### config.mk
export PLATFORM = sky130hd
export DESIGN_NAME = pipereg_chain
export DESIGN_NICKNAME = d
export VERILOG_FILES = /design/src/rtl/pipereg_chain.sv
export SDC_FILE = /design/constraint.sdc
export NUM_CORES = 1
export LEC_CHECK = 0
export ABC_AREA = 1
export CORE_ASPECT_RATIO = 1.1
export CORE_MARGIN = 2
export CORE_UTILIZATION = 40
export DETAILED_ROUTE_END_ITERATION = 8
export GPL_TIMING_DRIVEN = 0
export SETUP_SLACK_MARGIN = 0.2
export SLEW_MARGIN = 20
export SYNTH_ARGS = -nofsm -noshare
export SYNTH_HDL_FRONTEND = slang
export SYNTH_SLANG_ARGS = --single-unit
### constraint.sdc
create_clock -name clk_i -period 6.2 [get_ports clk_i]
set_clock_uncertainty 0.2 [all_clocks]
set_input_delay 0.93 -clock clk_i [delete_from_list [all_inputs] [get_ports clk_i]]
set_output_delay 0.93 -clock clk_i [all_outputs]
set_load 0.05 [all_outputs]
### src/rtl/pipereg_chain.sv
// Parametrised chain of pipeline registers with valid/ready backpressure, per-stage
// stall (bubble insertion) and flush (squash), plus occupancy and flush statistics.
module pipereg_chain #(
  parameter  int DATA_W = 32,
  parameter  int STAGES = 5,
  parameter  int CNT_W  = 16,
  localparam int OCC_W  = $clog2(STAGES + 1)
) (
  input  logic              clk_i,
  input  logic              reset_i,
  input  logic              in_valid_i,
  output logic              in_ready_o,
  input  logic [DATA_W-1:0] in_data_i,
  output logic              out_valid_o,
  input  logic              out_ready_i,
  output logic [DATA_W-1:0] out_data_o,
  input  logic [STAGES-1:0] stall_i,
  input  logic [STAGES-1:0] flush_i,
  output logic [STAGES-1:0] stage_valid_o,
  output logic [OCC_W-1:0]  occupancy_o,
  output logic [CNT_W-1:0]  flush_cnt_o
);

  // Headroom above CNT_W so a multi-stage flush cannot wrap before saturation.
  localparam int SUM_W = CNT_W + 4;

  logic [STAGES-1:0] v_q;
  logic [STAGES-1:0] v_d;
  logic [DATA_W-1:0] d_q [STAGES];
  logic [STAGES-1:0] ready;
  logic [STAGES-1:0] vin;
  logic [STAGES-1:0] load;
  logic [OCC_W-1:0]  occ_d;
  logic [SUM_W-1:0]  cnt_sum;
  logic [CNT_W-1:0]  cnt_d;

  // NOTE: every always_comb output gets a default first, so no path leaves a
  // variable unassigned and no latch is inferred.
  always_comb begin
    logic r;
    ready   = '0;
    vin     = '0;
    v_d     = '0;
    load    = '0;
    occ_d   = '0;
    cnt_sum = '0;
    cnt_d   = '0;

    // Ready walks back from the consumer through a local, so the vector never
    // feeds itself.
    r = out_ready_i;
    for (int k = STAGES - 1; k >= 0; k--) begin
      r        = ~stall_i[k] & (~v_q[k] | r);
      ready[k] = r;
    end

    vin[0] = in_valid_i;
    for (int k = 1; k < STAGES; k++) begin
      vin[k] = v_q[k-1] & ~stall_i[k-1] & ~flush_i[k-1];
    end

    // A loading stage takes whatever arrives (a bubble included); a holding stage
    // can still lose its item to flush.
    for (int k = 0; k < STAGES; k++) begin
      v_d[k]  = ready[k] ? vin[k] : (v_q[k] & ~flush_i[k]);
      load[k] = ready[k] & vin[k];
    end

    occ_d   = OCC_W'($countones(v_d));
    cnt_sum = SUM_W'(flush_cnt_o) + SUM_W'($countones(flush_i & v_q));
    cnt_d   = (cnt_sum > SUM_W'({CNT_W{1'b1}})) ? '1 : cnt_sum[CNT_W-1:0];
  end

  // NOTE: sequential state uses non-blocking assignments so every register
  // samples pre-edge values regardless of evaluation order.
  always_ff @(posedge clk_i or negedge reset_i) begin
    if (!reset_i) begin
      v_q         <= '0;
      occupancy_o <= '0;
      flush_cnt_o <= '0;
    end else begin
      v_q         <= v_d;
      occupancy_o <= occ_d;
      flush_cnt_o <= cnt_d;
    end
  end

  // NOTE: payload registers are reset too, so out_data_o is a defined zero after
  // reset instead of stale or unknown contents.
  always_ff @(posedge clk_i or negedge reset_i) begin
    if (!reset_i) begin
      for (int k = 0; k < STAGES; k++) d_q[k] <= '0;
    end else begin
      if (load[0]) d_q[0] <= in_data_i;
      for (int k = 1; k < STAGES; k++) begin
        if (load[k]) d_q[k] <= d_q[k-1];
      end
    end
  end

  assign in_ready_o    = ready[0];
  assign out_valid_o   = v_q[STAGES-1] & ~stall_i[STAGES-1];
  assign out_data_o    = d_q[STAGES-1];
  assign stage_valid_o = v_q;

endmodule
# Word level (Yosys, flattened, before mapping)
# Cells that the tools add are included.
[word_totals]
regBits = 184
out_inout_bits = 58
[op_classes]
n_addsub = 9
order_cmp = 1
n_mux = 6
bitwise_logic = 45
[op_table]
columns = ["operator", "n"]
rows = [
  ["1-bit AND", 24],
  ["16-bit by 4-bit adder with 17-bit output", 1],
  ["17-bit by 16-bit greater-than comparator with 1-bit output, second input constant", 1],
  ["16-bit two-way mux", 1],
  ["1-bit inverter", 15],
  ["1-bit by 1-bit adder with 2-bit output", 4],
  ["2-bit by 2-bit adder with 3-bit output", 2],
  ["5-bit AND", 1],
  ["1-bit two-way mux", 5],
  ["1-bit OR", 5],
  ["3-bit by 1-bit adder with 4-bit output", 1],
  ["3-bit by 1-bit adder with 3-bit output", 1],
]

# Depth between registers and ports, before layout
# Gate-level depths: netlist (run 1).
[depth]
ltp_word = 15
ltp_mapped = 14
mapped_depth_nobuf = 14

# Least setup slack after synthesis (run 1)
# OpenSTA, ideal clock, no wires.
[synth_path]
path_type = "input -> register"
start = "in flush_i[0]"
end = "reg flush_cnt_o[14]"
setup_time_ps = 69
t_arrival_ps = 3441
t_required_ps = 5931
path_slack_ps = 2489
cell_stages = 13
n_path_buf = 1
cell_sequence = "nand2_1 -> inv_1 -> fa_1 -> fa_1 -> ha_1 -> inv_1 -> fa_1 -> inv_1 -> a21oi_1 -> nor3_2 -> nand4_4 -> buf_6 -> nand3_1"
[synth_via]
elab_chain_len = 7
[synth_rtl]
columns = ["element", "line", "rtl"]
rows = [
  ["from (decl)", "18", "input logic [STAGES-1:0] flush_i,"],
  ["5-bit AND (*)", "70", "cnt_sum = SUM_W'(flush_cnt_o) + SUM_W'($countones(flush_i & v_q));"],
  ["1-bit by 1-bit adder with 2-bit output (not written as such) (*)", "70", ""],
  ["2-bit by 2-bit adder with 3-bit output (not written as such) (*)", "70", ""],
  ["3-bit by 1-bit adder with 4-bit output (not written as such) (*)", "70", ""],
  ["16-bit by 4-bit adder with 17-bit output (*)", "70", ""],
  ["17-bit by 16-bit greater-than comparator with 1-bit output", "71", "cnt_d = (cnt_sum > SUM_W'({CNT_W{1'b1}})) ? '1 : cnt_sum[CNT_W-1:0];"],
  ["16-bit two-way mux (*)", "71", ""],
  ["via cnt_d[14]", "35", "logic [CNT_W-1:0] cnt_d;"],
  ["to (signal assigned)", "84", "flush_cnt_o <= cnt_d;"],
  ["to (decl)", "21", "output logic [CNT_W-1:0] flush_cnt_o"],
]
# Mark *: on every way through the listed nets, which the timed path passes. The rest lies on a longest branch.
# A chain may end at the register's enable or synchronous reset.

# Worst setup path after layout (run 1)
[layout_path]
start = "in flush_i[2]"
end = "reg flush_cnt_o[5]"
# The elaborated chain is that of the path after synthesis.

==> out/qor.yml, run 1 <==
hp-class: "in2async"
maxCapViolations: 0
p_leak_uw: 0.00498
finalHoldViolations: 0
ys_ff_latch: 184
synth_cells: 783
cp-start-kind: "primary input"
power.density_nw_per_um2: 320
grt_overflow: 0
grt_pass1_vias: 5339
postCtsSetupBuffers: 0
wl_met2_mm: 7.43
status: "completed"
yosysWarnings: 0
layout_setup_ws_ps: 2080
hpwlAfterDp_mm: 11.4
io_buffers: 102
drc: 0
finalSetupViolCount: 0
ir_drop_v: 0.000209
synth.largest_area_cell: "dfrtp_1"
initial_core_util: 0.410
top_layer_used: "met4"
layoutNonFillerInstCount: 1165
num-nets-final: 962
cts_buffers: 17
critical_path.cell_chain: "clkdlybuf4s50_1 -> nand2_1 -> inv_1 -> fa_1 -> fa_1 -> ha_1 -> inv_1 -> fa_1 -> inv_1 -> a21oi_1 -> nor3_2 -> nand4_4 -> buf_6 -> nand2_1"
synth.yosys.seq_area_share: 0.586
clock_latency_ps: 430
tightest_slew_ps: 548
dp.cells: 1134
place_ws_ps: 1630
drive_gt1_frac: 0.164
wl_per_cell_um: 13.5
row_count: 53
grt_usage: 0.165
routed_wl_mm: 15.7
synth_top_area_share: 0.586
crit_slowest_cell: "fa_1"
n_antenna_cell: 0
critPathCaptureType: "flop"
power_uw: 3150
worstPathMaxFanout: 10
fin_tns_setup_ps: 0
yosysUniqueCellTypes: 31
io_pins: 104
async_flop_share: 1.00
drt_iter0_markers: 218
clk_pin_slew_ps: 60
globalplace.congestion: 0.742
vias: 5414
period_needed_ps: 4120
critPathBufInv: 5
die-area_um2: 20800
clock_tree.root_cell: "clkbuf_16"
synth_most_common_cell: "dfrtp_1"
clock-sinks: 184
synth_edf_count: 0
maxSlewHeadroom: 0.634
rsz0062_at_grt: "false"
viasPerCell: 4.65
grt_antenna_before_repair: 0
critPathTopFamily: "adder cells"
wl_met1_mm: 7.36
cts.htree.levels: 4
cts_tree: "done"
fin_util: 0.514
fmax_mhz: 243
drt-pass1-iter-count: 4
synth_fp_nets: 839
synth.area.top_cells: "dfrtp_1 (59%), nand2_1 (8.1%), mux2_2 (4.6%), inv_1 (4.4%), buf_4 (3.2%)"
slew_violations: 0
clockBufferDepth: 2
grt_pass1_wl_mm: 26.6
core_um2: 19200
synthFlopType: "dfrtp_1"
grt_max_degree: 76
area_growth_pct: 25.2
fin_crit_sh: 0.664
cpPeakStageDelay_ps: 560
die_w_um: 138
die_y_um: 151
avgSynthCellArea_um2: 10.0
cts_resized: 0
cp.required_ps: 6370
cts_hold_buf: 0
synthTopCellsByCount: "dfrtp_1 (184), nand2_1 (169), inv_1 (92)"
worstPathArrival_ps: 4290
syn_area_um2: 7860
met3WireLength_um: 631
path_class: "in2reg"
drtAntennaViolNets: 0
metal layers:
metal / global-route usage / up-vias
li1: - / 2733
met1: 0.223 / 2579
met2: 0.260 / 81
met3: 0.0442 / 21
met4: 0.0515 / 0
met5: 0 / -
report_power, final:
part           internal, uW  switching, uW  total, uW
combinational           212            317        529
clock                   645            436       1080
sequential             1430            108       1540
worst reg2reg max path: cells and delay by family, from the launching register on:
family | cells | cell delay, ps
buffers and inverters | 4 | 400
adder cells (fa/ha/maj) | 4 | 1580
flip-flops | 1 | 430
AND/OR/NAND/NOR | 4 | 790
AO/OA/AOI/OAI | 1 | 90
final cells by class:
cell class                      count  area, um2
Inverter                           93        349
Clock inverter                      6       88.8
Sequential cell                   184       4600
Clock buffer                       25        505
Timing Repair Buffer              104       1080
Multi-Input combinational cell    436       2430
Buffer                             70        477
Tap cell                          247        309
Fill cell                        1770       9320
placed cells by master (no fill, tap or decap), types with 2 or more instances in the layout:
master,n
buf_4,34
buf_6,9
dfrtp_1,184
o21ai_1,16
fa_1,5
buf_16,2
ha_1,5
nand4_1,32
inv_1,92
nor3_1,4
o21ai_0,36
xor2_1,2
buf_2,14
xnor2_1,4
clkbuf_1,15
nand3_2,4
nand3_1,12
nand2_2,3
nor2_1,48
nand2_1,169
a21oi_1,35
or2_2,2
mux2_2,32
clkbuf_8,5
nand3b_1,2
o21ai_2,18
clkinvlp_4,2
clkdlybuf4s50_1,101
nor4_1,2
o31ai_1,2
bufinv_16,2
clkbuf_16,17
flip-flops by register name, summed over array words and instances (netlist names):
name,cells
flush_cnt_o,16
d_q,128
occupancy_o,3
stage_valid_o,5
out_data_o,32
kinds of logic (layout without fill, tap and decap cells):
kind of cell	after synthesis	in the layout	synth area share
compound gates	107	107	0.0774
buf+inv	163	298	0.105
flops	184	184	0.586
fa+ha+maj	10	10	0.0207
simple gates	281	281	0.159
xor+xnor	6	6	0.00669
mux	32	32	0.0458
per-stage QoR:
| step | area [um2] | hold slack [ps] |
|---|---|---|
| global route | 9840 | 183 |
| global placement | 9190 | 254 |
| detailed placement | 9250 | 259 |
| finish | 9840 | 174 |
| floorplan | 7860 | 242 |
| CTS | 9840 | 171 |
path summary, 6_finish.rpt:
check / start / end / slack (ps) / cells past startpoint
setup / recovery: flush_i[2] / flush_cnt_o[5] / 2080 / 14
hold / removal: reset_i / flush_cnt_o[5] / 170 / 1
setup reg to reg: stage_valid_o[0] / flush_cnt_o[5] / 2660 / 13
hold reg to reg: d_q[140] / d_q[140] / 270 / 2
max in group asynchronous: reset_i / d_q[49] / 4600 / 3
min in group clk_i: d_q[140] / d_q[140] / 270 / 2
No activity file was read; power rests on OpenSTA's default activity.
==> run 2: changes to the inputs <==
- clock period: 6.2 -> 4 ns (I/O delays scaled with it)
==> run 2 against run 1 <==
Cell area up 0.62%. Setup slack got worse by 1700 ps. Via count up 0.42%. Largest power group unchanged. Highest routed layer unchanged.
==> out/qor.yml, run 2 (synthesis results as in run 1) <==
routed_wl_mm: 15.9  # +1.1%
path_common_cell: "inv_1"
wl_per_cell_um: 13.6  # +0.70%
clk_pin_slew_ps: 60  # about the same
place_ws_ps: -238  # -1870 ps
cts_buffers: 17  # unchanged
fill_cells: 1769  # -0.056%
maxCapViolations: 0  # unchanged
core_um2: 19200  # unchanged
layout_setup_ws_ps: 400  # -1680 ps
met3WireLength_um: 649  # +2.9%
maxSlewHeadroom: 0.638  # +0.00400
n_antenna_cell: 0  # unchanged
fmax_mhz: 278
slew_violations: 0  # unchanged
p_leak_uw: 0.00503  # +0.91%
io_buffers: 102  # unchanged
die-area_um2: 20800  # unchanged
grt_overflow: 0  # unchanged
finalSetupViolCount: 0  # unchanged
worstPathArrival_ps: 3750  # -540 ps
grt_pass1_wl_mm: 26.6  # unchanged
status: "completed"
cp-start-kind: "primary input"
cts.htree.levels: 4  # unchanged
drive_gt1_frac: 0.170  # +0.00561
wl_met2_mm: 7.59  # +2.2%
cp.required_ps: 4150  # -2220 ps
path_class: "in2reg"
tightest_slew_ps: 542  # -6.01 ps
layout_common_cells: "dfrtp_1 (184), nand2_1 (169), clkdlybuf4s50_1 (100)"
grt_usage: 0.165  # unchanged
cpPeakStageDelay_ps: 560  # about the same
critPathTopFamily: "adder cells"
drc: 0  # unchanged
ir_drop_v: 0.000325  # +55%
drtAntennaViolNets: 0  # unchanged
final_common_cell: "dfrtp_1"
drt_iter0_markers: 215  # -1.4%
grt_max_degree: 76  # unchanged
critPathBufInv: 5  # unchanged
power_uw: 4900  # +55%
grt_antenna_before_repair: 0  # unchanged
clock_latency_ps: 430  # about the same
drt-pass1-iter-count: 4  # unchanged
vias: 5437  # +0.42%
wl_met1_mm: 7.39  # +0.33%
area_growth_pct: 26.0
die_y_um: 151  # unchanged
max_flop_register: "d_q"
num-nets-final: 967  # +0.52%
hpwlAfterDp_mm: 11.4  # unchanged
row_count: 53  # unchanged
grt_pass1_vias: 5339  # unchanged
largest_reg_flops: 128  # unchanged
finalHoldViolations: 0  # unchanged
clock_tree.root_cell: "clkbuf_16"
viasPerCell: 4.65  # about the same
fin_crit_sh: 0.900
cts_tree: "done"
clockBufferDepth: 2  # unchanged
critPathCaptureType: "flop"
clock-sinks: 184  # unchanged
top_layer_used: "met4"
power.density_nw_per_um2: 494  # +54%
globalplace.congestion: 0.742  # unchanged
io_pins: 104  # unchanged
hp-class: "reg2reg"
initial_core_util: 0.410  # unchanged
critical_path.cell_chain: "clkdlybuf4s50_1 -> nand2_1 -> inv_1 -> fa_1 -> fa_1 -> ha_2 -> inv_1 -> fa_2 -> inv_1 -> a21oi_1 -> nor3_4 -> nand4_4 -> buf_6 -> o21ai_0"
rsz0062_at_grt: "false"
worstPathMaxFanout: 8  # -2
period_needed_ps: 3600
die_w_um: 138  # unchanged
crit_slowest_cell: "fa_1"
## run 2: cell types whose count changed in the layout (fill, tap and decap cells not counted)
cell             change
ha_1                 -1
fa_2                 +1
buf_4                +2
nor3_4               +1
dlymetal6s2s_1       +1
nor3_2               -1
fa_1                 -1
buf_6                +2
dlygate4sd3_1        +1
clkdlybuf4s50_1      -1
ha_2                 +1
## run 2: metal layers
layer | up-vias | GRT usage
li1 | 2737 | -
met3 | 19 | 0.0442
met4 | 0 | 0.0515
met1 | 2597 | 0.223
met2 | 84 | 0.260
met5 | - | 0
## run 2: power by group
| part | internal, uW | total [uW] | switching, uW |
|---|---|---|---|
| Clock | 1000 | 1680 | 680 |
| Combinational | 331 | 827 | 496 |
| Sequential | 2220 | 2390 | 168 |
| Total | 3550 | 4900 | 1340 |
## run 2: stage by stage
stage	utilization	TNS (ps)	instances	hold slack (ps)	cell area [um2]
4_1_cts	0.514	0	1166	275	9850
2_1_floorplan	-	0	783	104	7860
3_3_place_gp	0.480	-1040880	1132	254	9190
3_5_place_dp	0.483	-2820	1134	259	9250
5_1_grt	0.517	0	1170	300	9910
6_report	0.517	0	1170	269	9910
## run 2: worst paths after layout
kind                            slack (ps)        startpoint             end  depth (start not counted)
worst max-delay path                   400        flush_i[0]  flush_cnt_o[2]                         14
worst min-delay path                   270          d_q[140]        d_q[140]                          2
worst max register to register         570  stage_valid_o[2]  flush_cnt_o[2]                         13
worst min register to register         270          d_q[140]        d_q[140]                          2
max in group asynchronous             2140           reset_i         d_q[43]                          4
min in group asynchronous              440           reset_i  flush_cnt_o[5]                          2
## run 2: worst register-to-register path: cells and delay by family (launching register included)
| family | cells | cell delay [ps] |
|---|---|---|
| AO/OA/AOI/OAI | 2 | 160 |
| adder cells (fa/ha/maj) | 4 | 1560 |
| buffers and inverters | 4 | 370 |
| flip-flops | 1 | 410 |
| AND/OR/NAND/NOR | 3 | 650 |
## run 2: final cells by class
cell class,count,area [um2],share of cell area
clock buffers,25,505,0.0510
clock inverters,6,88.8,0.00897
well taps,247,309,0.0312
flip-flops and latches,184,4600,0.465
repair buffers,109,1130,0.114
multi-input cells,436,2440,0.246
plain buffers,70,477,0.0481
inverters,93,349,0.0352
## run 2: timing repair
item                       4_1_cts  5_1_grt
buffers inserted                 0        3
hold endpoints to repair        40        0
setup endpoints to repair        0       16
resized for setup                0        8
hold buffers                     1        0
